--- src/rtl/mem_port_arbiter.sv ---
// Two-port memory arbiter: instruction fetch and load/store share one memory port.
// Data wins a bounded burst while a fetch waits; a single transaction is outstanding at a time.
module mem_port_arbiter #(
    parameter int unsigned MAX_D_BURST = 4
) (
    input  logic        clk,
    input  logic        rst,
    input  logic        if_req,
    input  logic [31:0] if_addr,
    output logic        if_gnt,
    output logic [31:0] if_rdata,
    output logic        if_rvalid,
    input  logic        d_req,
    input  logic        d_we,
    input  logic [31:0] d_addr,
    input  logic [31:0] d_wdata,
    input  logic [3:0]  d_wstrb,
    output logic        d_gnt,
    output logic [31:0] d_rdata,
    output logic        d_done,
    output logic [31:0] mem_addr,
    output logic        mem_read,
    output logic        mem_write,
    output logic [31:0] mem_wdata,
    output logic [3:0]  mem_wstrb,
    input  logic        mem_ready,
    input  logic [31:0] mem_rdata,
    input  logic        mem_rvalid
);

    typedef enum logic [1:0] {StIdle, StCmd, StRwait} state_e;

    localparam logic [2:0] MaxBurst = 3'(MAX_D_BURST);

    state_e      state_q, state_d;
    logic        owner_q;  // 1 = data port owns the transaction
    logic        we_q;
    logic [31:0] addr_q;
    logic [31:0] wdata_q;
    logic [3:0]  wstrb_q;
    logic [2:0]  burst_cnt_q;
    logic [31:0] if_rdata_q;
    logic [31:0] d_rdata_q;
    logic        if_rvalid_q;
    logic        d_done_q;
    logic        d_win;

    assign d_win = d_req && (!if_req || (burst_cnt_q < MaxBurst));

    always_ff @(posedge clk) begin
        if (rst) begin
            state_q <= StIdle;
        end else begin
            state_q <= state_d;
        end
    end

    always_comb begin
        state_d = state_q;
        unique case (state_q)
            StIdle:  if (d_req || if_req) state_d = StCmd;
            StCmd:   if (mem_ready) state_d = we_q ? StIdle : StRwait;
            StRwait: if (mem_rvalid) state_d = StIdle;
            default: state_d = StIdle;
        endcase
    end

    always_comb begin
        d_gnt     = (state_q == StIdle) && d_win;
        if_gnt    = (state_q == StIdle) && !d_win && if_req;
        mem_read  = (state_q == StCmd) && !we_q;
        mem_write = (state_q == StCmd) && we_q;
        mem_wstrb = mem_write ? wstrb_q : 4'h0;
    end

    always_ff @(posedge clk) begin
        if (rst) begin
            owner_q     <= 1'b0;
            we_q        <= 1'b0;
            addr_q      <= 32'h0;
            wdata_q     <= 32'h0;
            wstrb_q     <= 4'h0;
            burst_cnt_q <= 3'd0;
            if_rdata_q  <= 32'h0;
            d_rdata_q   <= 32'h0;
            if_rvalid_q <= 1'b0;
            d_done_q    <= 1'b0;
        end else begin
            if (d_gnt) begin
                owner_q     <= 1'b1;
                we_q        <= d_we;
                addr_q      <= d_addr;
                wdata_q     <= d_we ? d_wdata : 32'h0;
                wstrb_q     <= d_we ? d_wstrb : 4'h0;
                burst_cnt_q <= if_req ? burst_cnt_q + 3'd1 : 3'd0;
            end else if (if_gnt) begin
                owner_q     <= 1'b0;
                we_q        <= 1'b0;
                addr_q      <= if_addr;
                wdata_q     <= 32'h0;
                wstrb_q     <= 4'h0;
                burst_cnt_q <= 3'd0;
            end
            if ((state_q == StRwait) && mem_rvalid) begin
                if (owner_q) begin
                    d_rdata_q <= mem_rdata;
                end else begin
                    if_rdata_q <= mem_rdata;
                end
            end
            if_rvalid_q <= (state_q == StRwait) && mem_rvalid && !owner_q;
            d_done_q    <= ((state_q == StCmd) && mem_ready && we_q) ||
                           ((state_q == StRwait) && mem_rvalid && owner_q);
        end
    end

    assign mem_addr  = addr_q;
    assign mem_wdata = wdata_q;
    assign if_rdata  = if_rdata_q;
    assign d_rdata   = d_rdata_q;
    assign if_rvalid = if_rvalid_q;
    assign d_done    = d_done_q;

endmodule

--- config.mk ---
export PLATFORM = sky130hd
export DESIGN_NAME = mem_port_arbiter
export DESIGN_NICKNAME = d
export VERILOG_FILES = /design/src/rtl/mem_port_arbiter.sv
export SDC_FILE = /design/constraint.sdc
export NUM_CORES = 1
export LEC_CHECK = 0
export ABC_AREA = 1
export CAP_MARGIN = 40
export CORE_UTILIZATION = 41
export CTS_CLUSTER_SIZE = 20
export DETAILED_ROUTE_END_ITERATION = 12
export PLACE_DENSITY = 0.79
export SYNTH_ARGS = -nofsm -noshare
export SYNTH_HDL_FRONTEND = slang
export SYNTH_SLANG_ARGS = --single-unit
--- constraint.sdc ---
create_clock -name clk -period 1.3 [get_ports clk]
set_input_delay 0.13 -clock clk [delete_from_list [all_inputs] [get_ports clk]]
set_output_delay 0.13 -clock clk [all_outputs]
set_load 0.1 [all_outputs]
After elaboration in Yosys (flattened, before gate mapping)
Index checks and enable logic that the tools add are counted.

cells by class
  $add $sub $neg = 1
  $lt $le $gt $ge = 1
  eq/ne operators = 5
  muxes and demuxes = 20
  bitwise operators = 1
  reductions and logical operators = 23

operators with widths
  operator             count
  $mux 32              5
  $mux 4               4
  $logic_and 1x1->1    11
  $mux 3               3
  $mux 2               4
  $ne 2x2->1 const B   3
  $pmux 2 s3           1
  $logic_not 1->1      4
  $reduce_and 2->1     2
  $add 3x1->3 const B  1
  $logic_or 1x1->1     3
  $lt 3x3->1 const B   1
  $mux 1               3
  $reduce_and 3->1     1
  $eq 2x1->1 const B   1
  $eq 2x2->1 const B   1
  $logic_not 2->1      1
  $reduce_bool 2->1    1
  $not 1->1            1

storage, ports and cells
  register bits after elaboration = 141
  output and inout port bits = 138
  word-level logic and storage cells = 62

Longest topological paths before layout
  depth in word-level cells = 8
  depth in mapped cells = 7
  gate-level depth less buffers = 6

Least setup slack after synthesis
No wires, ideal clock.

  path kind = flip-flop to output port
  start = register state_q[0]
  end = output port mem_wstrb[0]
  arrival = 3.435 ns
  required time = 1.170 ns
  path slack = -2.265 ns
  cell stages (with the launch flop) = 5
  buffers on the path = 0
  path through = dfxtp_1 -> nand2_1 -> nor2_1 -> inv_1 -> nor2_1

on the way
  word-level cells in the longest chain between the ends = 3

RTL lines
  what                    RTL line  source
  start, declared         35        state_e state_q, state_d;
  start signal, assigned  52        state_q <= StIdle;
  start signal, assigned  54        state_q <= state_d;
  $eq 2x1->1              72        mem_write = (state_q == StCmd) && we_q;
  $logic_and 1x1->1       72
  net mem_write           23        output logic mem_write,
  $mux 4                  73        mem_wstrb = mem_write ? wstrb_q : 4'h0;
  end, declared           25        output logic [3:0] mem_wstrb,

The timed path passes the listed nets, and every way through them passes these cells.

Final worst setup path
  start = register state_q[1]
  end = output port mem_wstrb[3]

on the way
  word-level cells in the longest chain between the ends = 3

RTL lines
  what               RTL line
  $eq 2x1->1         72
  $logic_and 1x1->1  72
  $mux 4             73

Every way passes these cells.

==> qor.csv <==
metric,value,unit
status,finished with violations,
violations,setup timing,
initial_utilization,0.4249,
grt_max_degree,77,
num-nets-final,1221,
num_vias,6766,
ys.warnings.count,0,
track_usage,0.2900,
grt_util_met3,0.09363,
drt_iter0_drc,490,
cp-end-kind,output port,
startpoint_type,flop,
grt_pass1_wl,32290,um
grt_pass1_vias,6276,
fin_crit,1.682,ns
setup_ws,-0.3819,ns
synth_top_area_share,0.4977,
rows,42,
first_pass_iters,5,
vias_per_cell,5.328,
ios,277,
slowest_delay,0.33,ns
fp.dieArea,14310,sq um
layout_commonest_cell,nand2_1,
hpwlAfterDp,13890,um
grt_remaining_overflow,0,
yosys-top-cells-area,"dfxtp_1 (50%), nand2_1 (12%), a21oi_1 (9.4%)",
numCtsBuffers,17,
antenna_found_initial,0,
synth_seq_cells,141,
synth.avg_cell_area,7.207,sq um
syn_area,5672,sq um
layout-drive-gt1-share,0.2733,
crit_buf_inv,3,
maxCapViolCount,0,
grt_busiest_layer,met2,
synth_top_area_cell,dfxtp_1,
clk_pin_slew_worst_paths,0.06,ns
arrival,1.55,ns
ctsLongestPathBuffers,2,
routedWlPerCell,18.97,um
rsz0062_at_grt,true,
path_class,reg -> out,
seq_area_frac_synth,0.4977,
synth_nets,927,
power,15.83,mW
fmax,594.6,MHz
core,13350,sq um
max_slew_margin,0.7302,
areaGrowthSynthToFinish,103.6,%
cp_top_family,buffers and inverters,
port-buffer-count,276,
cp_common_cell,nor2_4,
use_met2,0.5061,
worstSkewPairLatency,0.42,ns
gp_congestion,0.8151,
finClkSkew,0.008223,ns
p_per_area,1371,nW/um^2
grt_util_met1,0.3165,
tightestPinTransition,0.4047,ns
cts_tree,done,
htreeDepth,4,
timing.final.crit_share,1.294,
p_leak,4.769,nW
worstPathCellList,inv_4 -> nand2_4 -> nor2_4 -> clkinvlp_4 -> nor2_4 -> buf_12,
synth_cell_type_count,20,
slowest_stage,dfxtp_2,
worstPathMaxFanout,4,
chipHeight,119.6,um
tns,-11.16,ns
ctsRootBufferMaster,clkbuf_16,
drt_wl_total,24100,um
antenna_cells,0,
ant_nets,0,
setup_viol,77,
fin_cells,1270,
worstHoldPathType,in -> reg,
clock-sinks,141,
dp_cells,1212,
hold_violations,0,
final_cell_mix,"nand2_1 (172), buf_12 (154), clkdlybuf4s50_1 (137), dfxtp_1 (134), a21oi_1 (93)",
drc_errors,0,
cp.required,1.17,ns
vdd_drop_max,0.0009451,V
slew_violations,0,
die_w,119.6,um
syn_inst,787,
[worst paths after layout]
check / from / end / slack [ns] / cells after the start
hold reg to reg: wstrb_q[0] / wstrb_q[0] / 0.46 / 2
hold / removal: rst / mem_wdata[8] / 0.23 / 3
setup / recovery: state_q[1] / mem_wstrb[3] / -0.38 / 6
setup reg to reg: state_q[1] / if_rdata[14] / -0.32 / 8
[report_power, final]
group	leakage, nW	switching [mW]	internal (mW)
clock	0.279	1.82	2.92
sequential	1.15	0.357	4.66
combinational	3.34	3.73	2.35
[layer usage]
layer | up-vias | share of wire
met3 | 93 | 0.095
met1 | 3145 | 0.35
met4 | 0 | 0.051
met2 | 398 | 0.51
li1 | 3130 | -
met5 | - | 0
[worst register-to-register path: stages (launching register included)]
cell and delay (ns):
dfxtp_2 0.35, inv_4 0.05, buf_4 0.14, nor2_4 0.14, nand3b_4 0.25, clkinv_8 0.19, buf_12 0.14, nor2_1 0.05
nor2_1 0.23
[cell families (layout without fill, tap and decap cells)]
| kind of cell | after synthesis | after routing | share of synthesized area |
|---|---|---|---|
| adders and majority gates | 1 | 1 | 0.002206 |
| and+or+nand+nor | 336 | 336 | 0.2502 |
| AOI/OAI and AO/OA | 171 | 171 | 0.1509 |
| DFF | 141 | 141 | 0.4977 |
| buffers and inverters | 138 | 445 | 0.09905 |
[state kept, by name (all words and copies together), names as in the netlist]
name / count
d_rdata: 32
if_rdata: 32
mem_addr: 32
mem_wdata: 32
wstrb_q: 4
burst_cnt_q: 3
state_q: 2
d_done: 1
if_rvalid: 1
owner_q: 1
we_q: 1
[cells in the mapped netlist]
library cell / count
a21oi_1: 107
nor2_2: 2
nor2_1: 77
dfxtp_1: 141
inv_2: 5
o21ai_1: 28
nor3_1: 3
nand3b_1: 1
nand4_1: 32
buf_2: 23
clkbuf_1: 30
nor2_4: 1
buf_4: 4
ha_1: 1
nand3b_2: 1
inv_1: 72
buf_1: 4
nand2_1: 179
nand3_1: 40
o21ai_0: 36
[final cells by class]
cell class,instances,area [sq um]
tap,176,220.2
inverter,77,307.8
multi-input combinational,508,2576
clock buffer,25,475.5
fill,663,1799
clock inverter,7,86.33
timing repair buffer,336,5049
sequential,141,2834
[repair_timing]
| item | 4_1_cts | 5_1_grt |
|---|---|---|
| gates cloned | 2 | 12 |
| setup buffers | 4 | 9 |
| hold buffers | 0 | 0 |
| resized for setup | 41 | 60 |
| endpoints found under the setup margin | 21 | 125 |
| pin swaps | 11 | 39 |
[per-stage QoR]
stage / area, sq um / setup slack (ns) / utilization / hold WS [ns]
final: 11550 / -0.3819 / 0.8652 / 0.2332
after detailed placement: 10290 / -0.2572 / 0.7707 / 0.4571
after global routing: 11550 / -0.4353 / 0.8652 / 0.2646
after floorplan: 5769 / -0.7676 / - / 0.2748
after CTS: 10980 / -0.3917 / 0.8228 / 0.2041
after global placement: 10290 / -0.1561 / 0.7707 / 0.4517
Note: power is estimated with default switching activity, not from simulation.
